## config.mk

```make
export PLATFORM = sky130hd
export DESIGN_NAME = ac_store_ctrl
export DESIGN_NICKNAME = d
export VERILOG_FILES = /design/src/rtl/ac_store_ctrl.sv
export SDC_FILE = /design/constraint.sdc
export NUM_CORES = 1
export LEC_CHECK = 0
export BUFFER_PORTS_ARGS = -buffer_cell sky130_fd_sc_hd__buf_2
export CORE_MARGIN = 3
export CORE_UTILIZATION = 45
export CTS_CLUSTER_SIZE = 24
export DETAILED_ROUTE_END_ITERATION = 10
export PLACE_DENSITY_LB_ADDON = 0.05
export SLEW_MARGIN = 15
export SYNTH_ARGS = -nofsm -noshare
export SYNTH_HDL_FRONTEND = slang
export SYNTH_SLANG_ARGS = --single-unit
export TNS_END_PERCENT = 1
```

## constraint.sdc

```tcl
create_clock -name i_clk -period 1.8 [get_ports i_clk]
set_clock_uncertainty 0.05 [all_clocks]
set_input_delay 0.18 -clock i_clk [delete_from_list [all_inputs] [get_ports i_clk]]
set_output_delay 0.18 -clock i_clk [all_outputs]
set_load 0.02 [all_outputs]
```

## src/rtl/ac_store_ctrl.sv

```systemverilog
// rtl/ac_store_ctrl.sv - accumulator store controller driving the data-RAM write port
//
// Captures the accumulator value on a store request and writes it to data
// memory, holding the write strobe for WR_LAT cycles. The write pointer
// auto-increments after each completed store so that consecutive results
// land at sequential addresses.
//
// Ports:
//   i_clk         system clock, rising edge
//   i_rst         asynchronous active-high reset
//   i_store_req   store request, sampled only in IDLE
//   i_addr_load   load write pointer from i_addr_in, sampled only in IDLE
//   i_addr_in     new write pointer value
//   i_ac_in       accumulator value to store
//   o_busy        high while a store is in progress (WRITE and DONE)
//   o_store_done  one-cycle pulse when a store completes
//   o_mem_we      memory write enable, high for exactly WR_LAT cycles
//   o_mem_addr    memory write address / write pointer
//   o_mem_wdata   memory write data
//   o_elem_count  stores completed since reset or the last pointer load

module ac_store_ctrl #(
    parameter int DATA_W    = 16,
    parameter int ADDR_W    = 8,
    parameter int BASE_ADDR = 0,
    parameter int WR_LAT    = 2
) (
    input  logic              i_clk,
    input  logic              i_rst,
    input  logic              i_store_req,
    input  logic              i_addr_load,
    input  logic [ADDR_W-1:0] i_addr_in,
    input  logic [DATA_W-1:0] i_ac_in,
    output logic              o_busy,
    output logic              o_store_done,
    output logic              o_mem_we,
    output logic [ADDR_W-1:0] o_mem_addr,
    output logic [DATA_W-1:0] o_mem_wdata,
    output logic [ADDR_W-1:0] o_elem_count
);

    // Wait counter only needs to hold WR_LAT-1.
    localparam int WAIT_W = (WR_LAT > 1) ? $clog2(WR_LAT) : 1;

    typedef enum logic [1:0] {
        S_IDLE  = 2'd0,
        S_WRITE = 2'd1,
        S_DONE  = 2'd2
    } state_t;

    state_t            r_state;
    logic              r_busy;
    logic              r_store_done;
    logic              r_mem_we;
    logic [ADDR_W-1:0] r_mem_addr;
    logic [DATA_W-1:0] r_mem_wdata;
    logic [ADDR_W-1:0] r_elem_count;
    logic [WAIT_W-1:0] r_wait;

    // Asynchronous reset clears mem_we without waiting for an edge, which
    // aborts any write in flight.
    always_ff @(posedge i_clk or posedge i_rst) begin
        if (i_rst) begin
            r_state      <= S_IDLE;
            r_busy       <= 1'b0;
            r_store_done <= 1'b0;
            r_mem_we     <= 1'b0;
            r_mem_addr   <= ADDR_W'(BASE_ADDR);
            r_mem_wdata  <= '0;
            r_elem_count <= '0;
            r_wait       <= '0;
        end else begin
            case (r_state)
                S_IDLE: begin
                    // Pointer load and store request may coincide; the
                    // store then targets the freshly loaded address.
                    if (i_addr_load) begin
                        r_mem_addr   <= i_addr_in;
                        r_elem_count <= '0;
                    end
                    if (i_store_req) begin
                        r_mem_wdata <= i_ac_in;
                        r_mem_we    <= 1'b1;
                        r_busy      <= 1'b1;
                        r_wait      <= WAIT_W'(WR_LAT - 1);
                        r_state     <= S_WRITE;
                    end
                end
                S_WRITE: begin
                    if (r_wait == '0) begin
                        r_mem_we     <= 1'b0;
                        r_store_done <= 1'b1;
                        r_mem_addr   <= r_mem_addr + ADDR_W'(1);
                        r_elem_count <= r_elem_count + ADDR_W'(1);
                        r_state      <= S_DONE;
                    end else begin
                        r_wait <= r_wait - WAIT_W'(1);
                    end
                end
                S_DONE: begin
                    r_busy       <= 1'b0;
                    r_store_done <= 1'b0;
                    r_state      <= S_IDLE;
                end
                default: begin
                    r_state      <= S_IDLE;
                    r_busy       <= 1'b0;
                    r_store_done <= 1'b0;
                    r_mem_we     <= 1'b0;
                end
            endcase
        end
    end

    assign o_busy       = r_busy;
    assign o_store_done = r_store_done;
    assign o_mem_we     = r_mem_we;
    assign o_mem_addr   = r_mem_addr;
    assign o_mem_wdata  = r_mem_wdata;
    assign o_elem_count = r_elem_count;

endmodule

```

* Yosys cells after proc, flatten, opt, wreduce, memory -nomap -nowiden
Index checks and enable logic that the tools add are counted.
** Operators by class
- Multiplexer cells :: 17
- Shift operators :: 0
- $add $sub $neg :: 3
- Magnitude comparators :: 0
- Reduce and logical (&&, ||, !) cells :: 9
- Divide/modulo/power cells :: 0
- Equality and inequality tests :: 5
- Bitwise logic cells :: 3
- $mul :: 0
** Operators by type and width (count)
- 2-to-1 mux 8 bit :: 4
- case mux 8 bit (2 select lines) :: 2
- adder 8 x 1 -> 8 bit (second input constant) :: 2
- AND reduction 2 bit :: 5
- != test 2 bit (second input constant) :: 3
- case mux 1 bit (2 select lines) :: 3
- AND reduction 3 bit :: 2
- 2-to-1 mux 1 bit :: 4
- 2-to-1 mux 2 bit :: 2
- case mux 2 bit (2 select lines) :: 1
- inverter 1 bit :: 3
- case mux 1 bit (3 select lines) :: 1
- == test 2 x 1 -> 1 bit (second input constant) :: 1
- == test 2 bit (second input constant) :: 1
- logical NOT 2 bit :: 1
- nonzero test 2 bit :: 1
- subtractor 1 bit (second input constant) :: 1
** Word-level totals
- Memory bits (writable) :: 0
- Register bits after elaboration :: 38
- Latch bits :: 0
- Memories :: 0
- ROM bits :: 0
- Logic and storage cells :: 45

* Logic depth before layout (Yosys ltp)
- Word-level depth :: 3
- Depth in mapped cells :: 5

* Worst setup path after synthesis
Ideal clock, no wire load.
- Path type :: register to register
- Start point :: register r_state[1]
- End point :: register r_mem_wdata[0] (netlist: o_mem_wdata[0])
- Stages on the path, launching flop included :: 5
- Arrival time :: 1.320 ns
- Path slack :: 0.305 ns
- Path through :: dfrtp_1 -> nor3b_1 -> buf_2 -> buf_6 -> mux2_2
** Between the ends
- Cells in the longest elaborated chain, start to end :: 2
** RTL lines
- from (decl) :: RTL line 51 : state_t r_state;
- from (signal assigned) :: RTL line 64 : r_state <= S_IDLE;
- from (signal assigned) :: RTL line 86 : r_state <= S_WRITE;
- from (signal assigned) :: RTL line 95 : r_state <= S_DONE;
- logical NOT 2 bit :: RTL line 73 : case (r_state)
- AND reduction 2 bit (no source line)
- to (signal assigned) :: RTL line 82 : r_mem_wdata <= i_ac_in;
- to (decl) :: RTL line 56 : logic [DATA_W-1:0] r_mem_wdata;
No other way between the ends.
A chain may end at the register's enable or synchronous reset.

* Final worst setup path
- Start point :: register r_state[1]
- End point :: register r_mem_addr[0] (netlist: o_mem_addr[0])
** Between the ends
- Cells in the longest elaborated chain, start to end :: 3
- Elaborated cells between the ends (all ways) :: 7
- Classes of those cells :: eq/ne (3); mux (1); reduce/logical (3)
** RTL lines
- == test 2 x 1 -> 1 bit / logical NOT 2 bit (equally long branches) :: RTL line 73
- != test 2 bit (no source line) / nonzero test 2 bit (equally long branches)
- AND reduction 3 bit (no source line)
- to (signal assigned) :: RTL line 68 : r_mem_addr <= ADDR_W'(BASE_ADDR);
- to (signal assigned) :: RTL line 78 : r_mem_addr <= i_addr_in;
- to (signal assigned) :: RTL line 93 : r_mem_addr <= r_mem_addr + ADDR_W'(1);
- to (decl) :: RTL line 55 : logic [ADDR_W-1:0] r_mem_addr;
Several ways; a longest one is shown, not always the timed one.

==> flow_summary.json <==
{
  "syn_area_per_cell_um2": 11.9,
  "antennaDiodeCount": 0,
  "synthTopCellsByCount": "dfrtp_1, mux2_2, a21oi_1, nand2_1, nor2_1",
  "start_kind": "register",
  "leakage_nw": 1.06,
  "slowest_stage": "dfrtp_1",
  "status": "finished clean",
  "worstSkewPairLatency_ps": 280,
  "via_per_inst": 5.26,
  "design.core.area_mm2": 0.00352,
  "rsz0062_at_grt": "false",
  "synth_top_cell_area_share_pct": 55.0,
  "drtAntennaViolNets": 0,
  "clock_sinks": 38,
  "first_pass_iters": 4,
  "fin_nets": 244,
  "cts_buffers": 5,
  "syn_to_final_growth_pct": 26.1,
  "synth_cell_types": 33,
  "endpoint_kind": "register",
  "hold_violations": 0,
  "arrival_ps": 1790,
  "layout_setup_ws_ps": 160,
  "drtIter0Drc": 106,
  "worstHoldPathType": "in2reg",
  "yosys_register_bits": 38,
  "worstMarginPinSlew_ps": 465,
  "maxCapViolCount": 0,
  "critPathMaxFanout": 11,
  "crit_type": "reg2reg",
  "fmaxAchievable_mhz": 610,
  "port_buffers": 62,
  "h-tree-depth": 2,
  "ir_drop_v": 0.000744,
  "num_vias": 1367,
  "synth_warnings": 0,
  "ys_dominant_reg_cell": "dfrtp_1",
  "routed_wl_mm": 3.52,
  "slew-limit-headroom_pct": 69.0,
  "pre_cts_ws_ps": 171,
  "yosysTopAreaCell": "dfrtp_1",
  "routedWlPerCell_um": 13.5,
  "routabilityCongestion": 0.777,
  "synthArstFlopShare_pct": 100,
  "cts_tree": "yes",
  "place_hpwl_mm": 2.62,
  "netlist_instances": 145,
  "synth_fp_nets": 175,
  "grt_util_all_layers_pct": 16.6,
  "yosysMostFrequentCell": "dfrtp_1",
  "grt_overflow": 0,
  "grt_pass1_vias": 1335,
  "path_common_cell": "o21ai_0",
  "grt_pass1_wl_mm": 5.78,
  "grt_max_degree": 39,
  "placementRows": 21,
  "finalCritPeriodShare_pct": 91.1,
  "start_util_pct": 49.1,
  "die_area_mm2": 0.00462,
  "fill_cells": 316,
  "path_cells": "nor3b_2 > buf_4 > or2_1 > o21ai_0 > o21ai_0",
  "die_h_um": 68.0,
  "cts.path.max_buffers": 2,
  "finalSetupViolCount": 0,
  "period_minus_slack_ps": 1640,
  "fin_setup_tns_ps": 0,
  "synth_area_mm2": 0.00173,
  "drcViolationCount": 0,
  "path_clk_slew_ps": 70,
  "cts-root-buf": "clkbuf_8",
  "finalPower_mw": 3.95,
  "p_per_area_mw_per_mm2": 1810,
  "die_width_um": 68.0,
  "antenna_found_initial": 0,
  "synth_edf_count": 0,
  "cts.repair.resized": 0,
  "ios": 63,
  "drive_gt1_share_pct": 45.8,
  "cp_data_required_time_ps": 1950,
  "slew_violations": 0,
  "cpPeakStageDelay_ps": 480,
  "yosys-top-cells-area": "dfrtp_1, mux2_2, a21oi_1",
  "synth_seq_area_share_pct": 55.0
}
==> per-stage QoR <==
step	util, %	area (um^2)	hold slack [ps]	instances
after floorplan	-	1730	282	145
final	61.9	2180	85.2	260
after global routing	61.9	2180	64.4	260
after detailed placement	59.4	2090	273	252
after global placement	59.4	2090	261	252
after CTS	61.9	2180	74.4	260
==> critical path: cells and delay by family (launching register included) <==
family          cells  cell delay, ps
simple gates        2             550
buf+inv             1             200
compound gates      2             290
flops               1             480
==> report_power, final <==
part	leakage [nW]	switching (mW)	total [mW]	internal, mW
logic	0.559	1.09	1.88	0.788
registers	0.458	0.315	1.54	1.22
clock network	0.0438	0.271	0.530	0.260
total	1.06	1.68	3.95	2.27
==> metal layers <==
metal | vias to the layer above | track usage, % | routed length, um
li1 | 654 | - | -
met1 | 661 | 20.0 | 1440
met2 | 48 | 27.7 | 1780
met3 | 4 | 4.60 | 262
met4 | 0 | 6.95 | 29
met5 | - | 0 | 0
==> state kept, by name, indices dropped and copies added, names as in the netlist <==
register / count
r_state: 2
o_busy: 1
o_mem_we: 1
r_wait: 1
o_store_done: 1
o_mem_addr: 8
o_mem_wdata: 16
o_elem_count: 8
==> cells by family after synthesis <==
group,share of synthesized area [%]
compound gates,13.5
xor+xnor,3.04
fa+ha+maj,1.45
buf+inv,3.84
flops,55.0
mux,11.7
simple gates,11.5
==> cell usage in the layout (no fill, tap or decap), types with 3 or more instances in the layout <==
| cell | instances |
|---|---|
| a21oi_1 | 12 |
| buf_2 | 62 |
| buf_4 | 6 |
| clkbuf_8 | 5 |
| dfrtp_1 | 38 |
| inv_1 | 3 |
| mux2_2 | 17 |
| nand2_1 | 8 |
| nand3_1 | 4 |
| nand4_1 | 3 |
| nor2_1 | 7 |
| o211ai_1 | 3 |
| o21ai_0 | 6 |
| o22ai_1 | 5 |
| xor2_1 | 6 |
==> layout make-up <==
type	instances	area, um^2	area share (%)
inverter	3	11.3	0.517
sequential	38	951	43.6
tap	46	57.6	2.64
multi-input combinational	97	716	32.8
timing repair buffer	69	365	16.8
clock buffer	5	68.8	3.16
clock inverter	2	10.0	0.459
==> worst paths after layout <==
| check | start | end | slack, ps | cells after the start |
|---|---|---|---|---|
| max | r_state[1] | o_mem_addr[0] | 160 | 5 |
| min | i_ac_in[12] | o_mem_wdata[12] | 90 | 2 |
| max reg2reg | r_state[1] | o_mem_addr[0] | 160 | 5 |
| min reg2reg | o_busy | o_busy | 430 | 1 |
| max in group asynchronous | i_rst | o_mem_addr[4] | 880 | 4 |
| min in group asynchronous | i_rst | o_mem_wdata[8] | 500 | 4 |
==> repair_timing <==
item	4_1_cts	5_1_grt
endpoints found under the setup margin	0	0
setup buffers	0	0
hold endpoints to repair	38	0
hold buffers	1	0
Note: power is estimated with default switching activity, not from simulation.
